`src/rtl/isa_pkg.sv`:
```
// Shared ISA constants and fetch FSM state encoding for the 4-stage pipeline.
package isa_pkg;

   localparam int INSTR_W = 8;

   localparam logic [INSTR_W-1:0] HALT_OP = 8'hFF;
   localparam logic [INSTR_W-1:0] NOP_OP  = 8'h00;

   typedef enum logic [1:0] {
      LOAD = 2'd0,
      RUN  = 2'd1,
      HALT = 2'd2
   } fetch_state_t;

endpackage

```
`src/rtl/instr_mem.sv`:
```
// Instruction memory: DEPTH x INSTR_W array, synchronous write, combinational read.
module instr_mem
   import isa_pkg::*;
#(
   parameter int ADDR_W = 5
) (
   input  logic               clk,
   input  logic               we,
   input  logic [ADDR_W-1:0]  waddr,
   input  logic [INSTR_W-1:0] wdata,
   input  logic [ADDR_W-1:0]  raddr,
   output logic [INSTR_W-1:0] rdata
);

   localparam int DEPTH = 2 ** ADDR_W;

   logic [INSTR_W-1:0] mem [DEPTH];

   // NOTE: no reset on the array; the program must survive a reset so it can be re-run.
   always_ff @(posedge clk) begin
      if (we) mem[waddr] <= wdata;
   end

   assign rdata = mem[raddr];

endmodule

```
`src/rtl/instr_fetch_unit.sv`:
```
// Fetch stage: PC, LOAD/RUN/HALT FSM and registered IF/ID outputs.
// Optional performance counters are built when IFU_PERF_CNT_EN is defined.
module instr_fetch_unit #(
   parameter int                              ADDR_W  = 5,
   parameter logic [isa_pkg::INSTR_W-1:0]     HALT_OP = isa_pkg::HALT_OP,
   parameter logic [isa_pkg::INSTR_W-1:0]     NOP_OP  = isa_pkg::NOP_OP
) (
   input  logic                          clk,
   input  logic                          reset,
   input  logic                          imem_we,
   input  logic [ADDR_W-1:0]             imem_waddr,
   input  logic [isa_pkg::INSTR_W-1:0]   imem_wdata,
   input  logic                          start,
   input  logic                          stall,
   input  logic                          br_taken,
   input  logic [ADDR_W-1:0]             br_target,
   output logic [isa_pkg::INSTR_W-1:0]   ins_out,
   output logic [ADDR_W-1:0]             pc_out,
   output logic                          ins_valid,
   output logic                          halted
`ifdef IFU_PERF_CNT_EN
   ,
   output logic [15:0]                   fetch_count,
   output logic [15:0]                   stall_count
`endif
);

   import isa_pkg::*;

   fetch_state_t       state;
   logic [ADDR_W-1:0]  pc;
   logic [INSTR_W-1:0] mem_rdata;
   logic               fetch_go;

   instr_mem #(.ADDR_W(ADDR_W)) u_imem (
      .clk   (clk),
      .we    (imem_we && (state == LOAD)),
      .waddr (imem_waddr),
      .wdata (imem_wdata),
      .raddr (pc),
      .rdata (mem_rdata)
   );

   // A normal fetch: running, not squashed by a branch, not frozen by a stall.
   assign fetch_go = (state == RUN) && !br_taken && !stall;

   // NOTE: all state updates use non-blocking assignments so every register samples pre-edge values.
   always_ff @(posedge clk or posedge reset) begin
      if (reset) begin
         state     <= LOAD;
         pc        <= '0;
         ins_out   <= NOP_OP;
         pc_out    <= '0;
         ins_valid <= 1'b0;
         halted    <= 1'b0;
      end else begin
         unique case (state)
            LOAD: begin
               if (start) state <= RUN;
            end
            RUN: begin
               if (br_taken) begin
                  pc        <= br_target;
                  ins_out   <= NOP_OP;
                  ins_valid <= 1'b0;
               end else if (!stall) begin
                  ins_out   <= mem_rdata;
                  pc_out    <= pc;
                  ins_valid <= 1'b1;
                  pc        <= pc + 1'b1;
                  // The halt opcode itself is issued; fetch stops from the next edge.
                  if (mem_rdata == HALT_OP) state <= HALT;
               end
            end
            HALT: begin
               ins_out   <= NOP_OP;
               ins_valid <= 1'b0;
               halted    <= 1'b1;
            end
            default: state <= LOAD;
         endcase
      end
   end

`ifdef IFU_PERF_CNT_EN
   logic stall_go;
   assign stall_go = (state == RUN) && stall && !br_taken;

   always_ff @(posedge clk or posedge reset) begin
      if (reset) begin
         fetch_count <= '0;
         stall_count <= '0;
      end else begin
         if (fetch_go && (fetch_count != 16'hFFFF)) fetch_count <= fetch_count + 16'd1;
         if (stall_go && (stall_count != 16'hFFFF)) stall_count <= stall_count + 16'd1;
      end
   end
`endif

endmodule

```
`config.mk`:
```
export PLATFORM = sky130hd
export DESIGN_NAME = instr_fetch_unit
export DESIGN_NICKNAME = d
export VERILOG_FILES = /design/src/rtl/isa_pkg.sv /design/src/rtl/instr_mem.sv /design/src/rtl/instr_fetch_unit.sv
export SDC_FILE = /design/constraint.sdc
export NUM_CORES = 1
export LEC_CHECK = 0
export CORE_MARGIN = 3
export CORE_UTILIZATION = 38
export CTS_BUF_LIST = sky130_fd_sc_hd__clkbuf_8
export DETAILED_ROUTE_END_ITERATION = 16
export SLEW_MARGIN = 10
export SYNTH_ARGS = -nofsm -noshare
export SYNTH_HDL_FRONTEND = slang
export SYNTH_HIERARCHICAL = 1
export SYNTH_SLANG_ARGS = --single-unit
```
`constraint.sdc`:
```
create_clock -name clk -period 6 [get_ports clk]
set_input_delay 0.6 -clock clk [delete_from_list [all_inputs] [get_ports clk]]
set_output_delay 0.6 -clock clk [all_outputs]
set_load 0.05 [all_outputs]
```
Word level (Yosys, flattened, before mapping)
Memories as Yosys holds them, arrays and structs flattened.
Index checks and enable logic that the tools add are counted.

storage, ports and cells
  bits in registers = 22
  latch bits = 0
  RAM bits = 256
  memory bits (read-only) = 0
  input port bits = 24
  output and inout port bits = 15
  logic and storage cells = 42
  memories = 1

memory list
  name        depth  width  read ports  clocked after Yosys merged registers in  write ports  RTL line         RTL
  u_imem.mem  32     8      1           0                                        1            instr_mem.sv:17  logic [INSTR_W-1:0] mem [DEPTH];

cells by class
  add/sub/neg operators = 1
  multipliers = 0
  divide/modulo/power cells = 0
  $lt $le $gt $ge = 0
  eq/ne operators = 9
  shifts and indexed selects = 0
  muxes and demuxes = 15
  bitwise gates (word level) = 3
  reduce and logical (&&, ||, !) cells = 7

operator list
  operator               number
  $mux W8                2
  $pmux W8 S2            1
  $mux W5                2
  $eq A8 B8 Y1 const B   1
  $mux W2                4
  $ne A2 B2 Y1 const B   3
  $pmux W2 S3            1
  $add A5 B1 Y5 const B  1
  $reduce_and A5 Y1      1
  $mux W1                4
  $ne A2 B1 Y1 const B   2
  $reduce_and A2 Y1      2
  $ne A3 B3 Y1 const B   1
  $not A1 Y1             3
  $reduce_and A3 Y1      1
  $eq A2 B1 Y1 const B   1
  $eq A2 B2 Y1 const B   1
  $logic_not A2 Y1       1
  $pmux W1 S2            1
  $reduce_bool A2 Y1     1
  $logic_and A1 B1 Y1    1

Depth between registers and ports, before layout
An unclocked memory read counts as a cell.

  depth after elaboration = 6
  depth in mapped cells = 8
  depth with buffers taken out = 6

Hierarchy
The synthesis kept the hierarchy.

modules (own cells, without submodules)
  module            times used  cells an instance  area an instance (µm²)  sequential area each (µm²)
  instr_mem         1           409                9893.2                  7687.4
  instr_fetch_unit  1           80                 992.2                   550.5

Least setup slack after synthesis
No wires, ideal clock.

  path kind = register -> register
  from = register pc[2]
  to = register state[0]
  library setup time = 0.094 ns
  arrival time = 2.498 ns
  path slack = 3.408 ns
  cell stages (with the launch flop) = 9
  path buffers = 2
  clock period less this slack = 2.592 ns
  cells stage by stage = dfrtp_1 -> clkbuf_1 -> clkbuf_1 -> mux4_2 -> mux4_2 -> mux2_2 -> nand4_1 -> nor4_1 -> a211oi_1

between the ends
  word-level cells in the longest chain between the ends = 4

RTL lines
  item                                RTL line                RTL
  from (decl)                         instr_fetch_unit.sv:31  logic [ADDR_W-1:0] pc;
  from (signal assigned)              instr_fetch_unit.sv:63  pc <= br_target;
  from (signal assigned)              instr_fetch_unit.sv:70  pc <= pc + 1'b1;
  $mem_v2 Z32 W8                      -
  via mem_rdata[3]                    instr_fetch_unit.sv:32  logic [INSTR_W-1:0] mem_rdata;
  $eq A8 B8 Y1                        instr_fetch_unit.sv:72  if (mem_rdata == HALT_OP) state <= HALT;
  $ne A2 B1 Y1 (no source line)       -
  $reduce_and A5 Y1 (no source line)  -
  to (signal assigned)                instr_fetch_unit.sv:59  if (start) state <= RUN;
  to (signal assigned)                instr_fetch_unit.sv:72
  to (signal assigned)                instr_fetch_unit.sv:80  default: state <= LOAD;
  to (decl)                           instr_fetch_unit.sv:30  fetch_state_t state;

The timed path passes the listed nets, and every way through them passes these cells.
A chain may end at the register's enable or synchronous reset.

Worst setup path in the final report
  from = register pc[0]
  to = register state[0]

Same word-level chain as after synthesis.

==> flow_summary_export.csv <==
group,metric,value,unit
run_status,outcome,"finished clean",
min_path,hold_depth,1,
global_route,grt_max_degree,48,
job,drv_cap,0,
power_and_ir_drop,vdd_drop_max,145,µV
critical_path,cp_top_family,"multiplexers",
global_route,busiest_layer,"met1",
power_and_ir_drop,power.leakage,3.95,nW
clock_tree,cts-hold-fix-buffers,0,
global_route,globalRouteTotalUtil,0.160,
logic_synthesis,synth-edff-count,256,
detailed_routing,avgRoutedWirePerCell,24.8,µm
cells_and_area,fin_area,12500,µm²
critical_path,end_kind,"flip-flop",
sta,slew_viol_final,0,
sta,finalHoldViolCount,0,
critical_path,path_class,"flip-flop to flip-flop",
sta,setup_viol,0,
logic_synthesis,synth_xor_area_frac,0,
placed_design,dp_hpwl,14700,µm
detailed_routing,drc_errors,0,
sta,tightest_slew,1.23,ns
logic_synthesis,synth_area_per_cell,22.3,µm²
critical_path,cp_cell_sequence,"buf_4, mux4_2, mux4_2, mux2_2, nand4_1, nor4_1, a211oi_1",
sta,min_period_over_period,0.604,
sta,grt_setup_unrepaired,"false",
clock_tree,post_cts_buffers,0,
logic_synthesis,netlist_top_cells_area,"edfxtp_1 (71%), mux4_2 (17%), dfrtp_1 (5.1%), nor2_1 (1.2%), mux2_2 (1.2%)",
global_route,grt_pass1_vias,5398,
detailed_routing,final_antenna_net_count,0,
critical_path,cpMostUsedCell,"mux4_2",
placed_design,post-place-ws,2.34,ns
clock_tree,cts_tree,"built",
global_route,antenna_found_initial,0,
detailed_routing,finalWirelength,24200,µm
sta,clock-skew-final,0.0156,ns
placed_design,portBuffers,38,
critical_path,r2r_cells,7,
clock_tree,cts_max_level,2,
logic_synthesis,yosysMostFrequentCell,"edfxtp_1",
cells_and_area,drive_above_1_share,0.287,
cells_and_area,final_net_count,586,
sta,maxSlewHeadroom,0.183,
logic_synthesis,netlist_top_cells_count,"edfxtp_1 (256), mux4_2 (80), nor2_1 (36)",
min_path,hold_path_end,"ins_valid",
clock_tree,cts_buffers,46,
die,core,28000,µm²
critical_path,crit_path_max_fanout,40,
logic_synthesis,ys_warn_count,6,
critical_path,cp_slowest_cell,"dfrtp_4",
sta,fmax,276,MHz
sta,layout_setup_ws,2.38,ns
logic_synthesis,yosysTopAreaCell,"edfxtp_1",
die,dieWidth,175,µm
detailed_routing,drt_iter0_drc,660,
clock_tree,clkTransAtPathRegs,0.06,ns
cells_and_area,syn2layout_area_growth,14.5,%
sta,tns,0,ns
clock_tree,cts_sinks,278,
logic_synthesis,synth_top_area_share,0.706,
sta,period_minus_slack,3.62,ns
logic_synthesis,synthesis.nets,514,
logic_synthesis,synth_mux_area_frac,0.180,
detailed_routing,via_per_inst,5.49,
logic_synthesis,seq_area_frac_synth,0.757,
global_route,grt_pass1_wl,36300,µm
critical_path,critPathMaxStageDelay,0.95,ns
logic_synthesis,yosys.area_share.simple,0.0316,
logic_synthesis,ys.flop_type,"edfxtp_1",
logic_synthesis,ys_seq_elements,278,
die,dieArea,30700,µm²
cells_and_area,multi_input_area,2520,µm²
clock_tree,clock-root-buffer,"clkbuf_8",
die,placementRows,61,
logic_synthesis,syn_inst,489,
logic_synthesis,synthAdderAreaFrac,0.00115,
logic_synthesis,synth_top_family_by_area,"multiplexers",
detailed_routing,vias,5343,
critical_path,start_kind,"flip-flop",
critical_path,reg2reg_to,"state[0]",
critical_path,reg2reg_from,"pc[0]",
die,ios,39,
logic_synthesis,synth.distinct_cells,41,
clock_tree,cts_buffer_depth,3,
cells_and_area,fill_cells,2372,
die,initial_utilization,0.389,
sta,fin_hold_ws,0.473,ns
min_path,min_path_type,"flip-flop to flip-flop",
global_route,met1_usage,0.242,
global_route,grt_util_met3,0.0346,
critical_path,critPathRequiredTime,6.45,ns
placed_design,gp_congestion,0.764,
die,fp.dieH,175,µm
logic_synthesis,ys_async_sr_fraction,0.0791,
logic_synthesis,synth_area,10900,µm²
power_and_ir_drop,total_power,4.30,mW
critical_path,path_buf_inv,1,
clock_tree,ctsResizeCount,0,
detailed_routing,firstDrtPassIters,5,
cells_and_area,antenna_cells,0,
placed_design,placed_area,11700,µm²
global_route,grt_overflow,0,
clock_tree,clkLatencyLatePin,0.56,ns
min_path,hp-start,"ins_valid",
global_route,use_met2,0.238,
critical_path,cp.arrival,4.08,ns
critical_path,r2r_slack,2.38,ns
logic_synthesis,synth-compound-area-share,0.0186,
power_and_ir_drop,pwr_density_cell,345,nW/µm²
cells_and_area,regArea,8240,µm²
cell usage in the layout, fill, tap and decap left out, types with 2 or more instances in the layout:
master	Yosys	layout
a21o_1	2	2
a21oi_1	4	4
a22o_1	8	8
a31o_2	2	2
a31oi_1	2	2
buf_2	2	3
buf_4	6	8
clkbuf_8	0	46
clkdlybuf4s50_1	0	35
clkinv_1	0	14
clkinv_2	0	8
clkinvlp_4	0	2
dfrtp_1	22	20
edfxtp_1	256	256
inv_1	2	14
mux2_2	12	12
mux4_2	80	80
nand2b_1	3	3
nand3_1	4	4
nand3b_1	6	6
nand4_1	2	2
nor2_1	36	36
nor2b_1	2	2
nor4_1	2	2
o22ai_1	2	2
or3b_2	3	3
logic make-up after synthesis:
logic type,count (synthesis)
compound gates,26
fa+ha+maj,1
buf+inv,24
flops,278
mux,94
simple gates,66
metal layers:
metal  wire length, µm  up-vias
met4               395        0
met3              1780       28
met1             10800     2876
met2             11200      226
met5                 0        -
li1                  -     2213
sequential cells by signal (all words and copies together) (netlist names):
| register | cells |
|---|---|
| u_imem/mem | 256 |
| ins_out | 8 |
| pc | 5 |
| pc_out | 5 |
| state | 2 |
| halted | 1 |
| ins_valid | 1 |
worst register-to-register path: stages, from the launching register on:
cell and delay, ns:
dfrtp_4 0.95, buf_4 0.63, mux4_2 0.65, mux4_2 0.48, mux2_2 0.31, nand4_1 0.17, nor4_1 0.09, a211oi_1 0.25
per-stage QoR:
stage               utilization  cells
detailed placement        0.417    891
CTS                       0.445    974
global placement          0.417    891
floorplan                     -    489
finish                    0.445    974
global route              0.445    974
worst max-delay path by stage:
stage | slack, ns | cells after the start | from | endpoint
floorplan | 3.41 | 8 | pc[2] | state[0]
global placement | 2.30 | 7 | pc[0] | state[0]
detailed placement | 2.34 | 7 | pc[0] | state[0]
CTS | 2.30 | 7 | pc[0] | state[0]
global route | 2.10 | 7 | pc[0] | state[0]
finish | 2.38 | 7 | pc[0] | state[0]
power by group:
group          switching, mW  internal, mW  leakage, nW  total (mW)
combinational          0.313         0.307        0.927       0.620
clock                  0.728         0.718        0.453        1.45
sequential            0.0884          2.15         2.57        2.23
total                   1.13          3.17         3.95        4.30
layout make-up:
cell class	instances	share of cell area
Clock inverter	37	0.0130
Clock buffer	46	0.0508
Multi-Input combinational cell	187	0.202
Inverter	2	0.000602
Sequential cell	278	0.662
Tap cell	378	0.0380
Timing Repair Buffer	46	0.0341
Power figures use the tool's default switching activity.
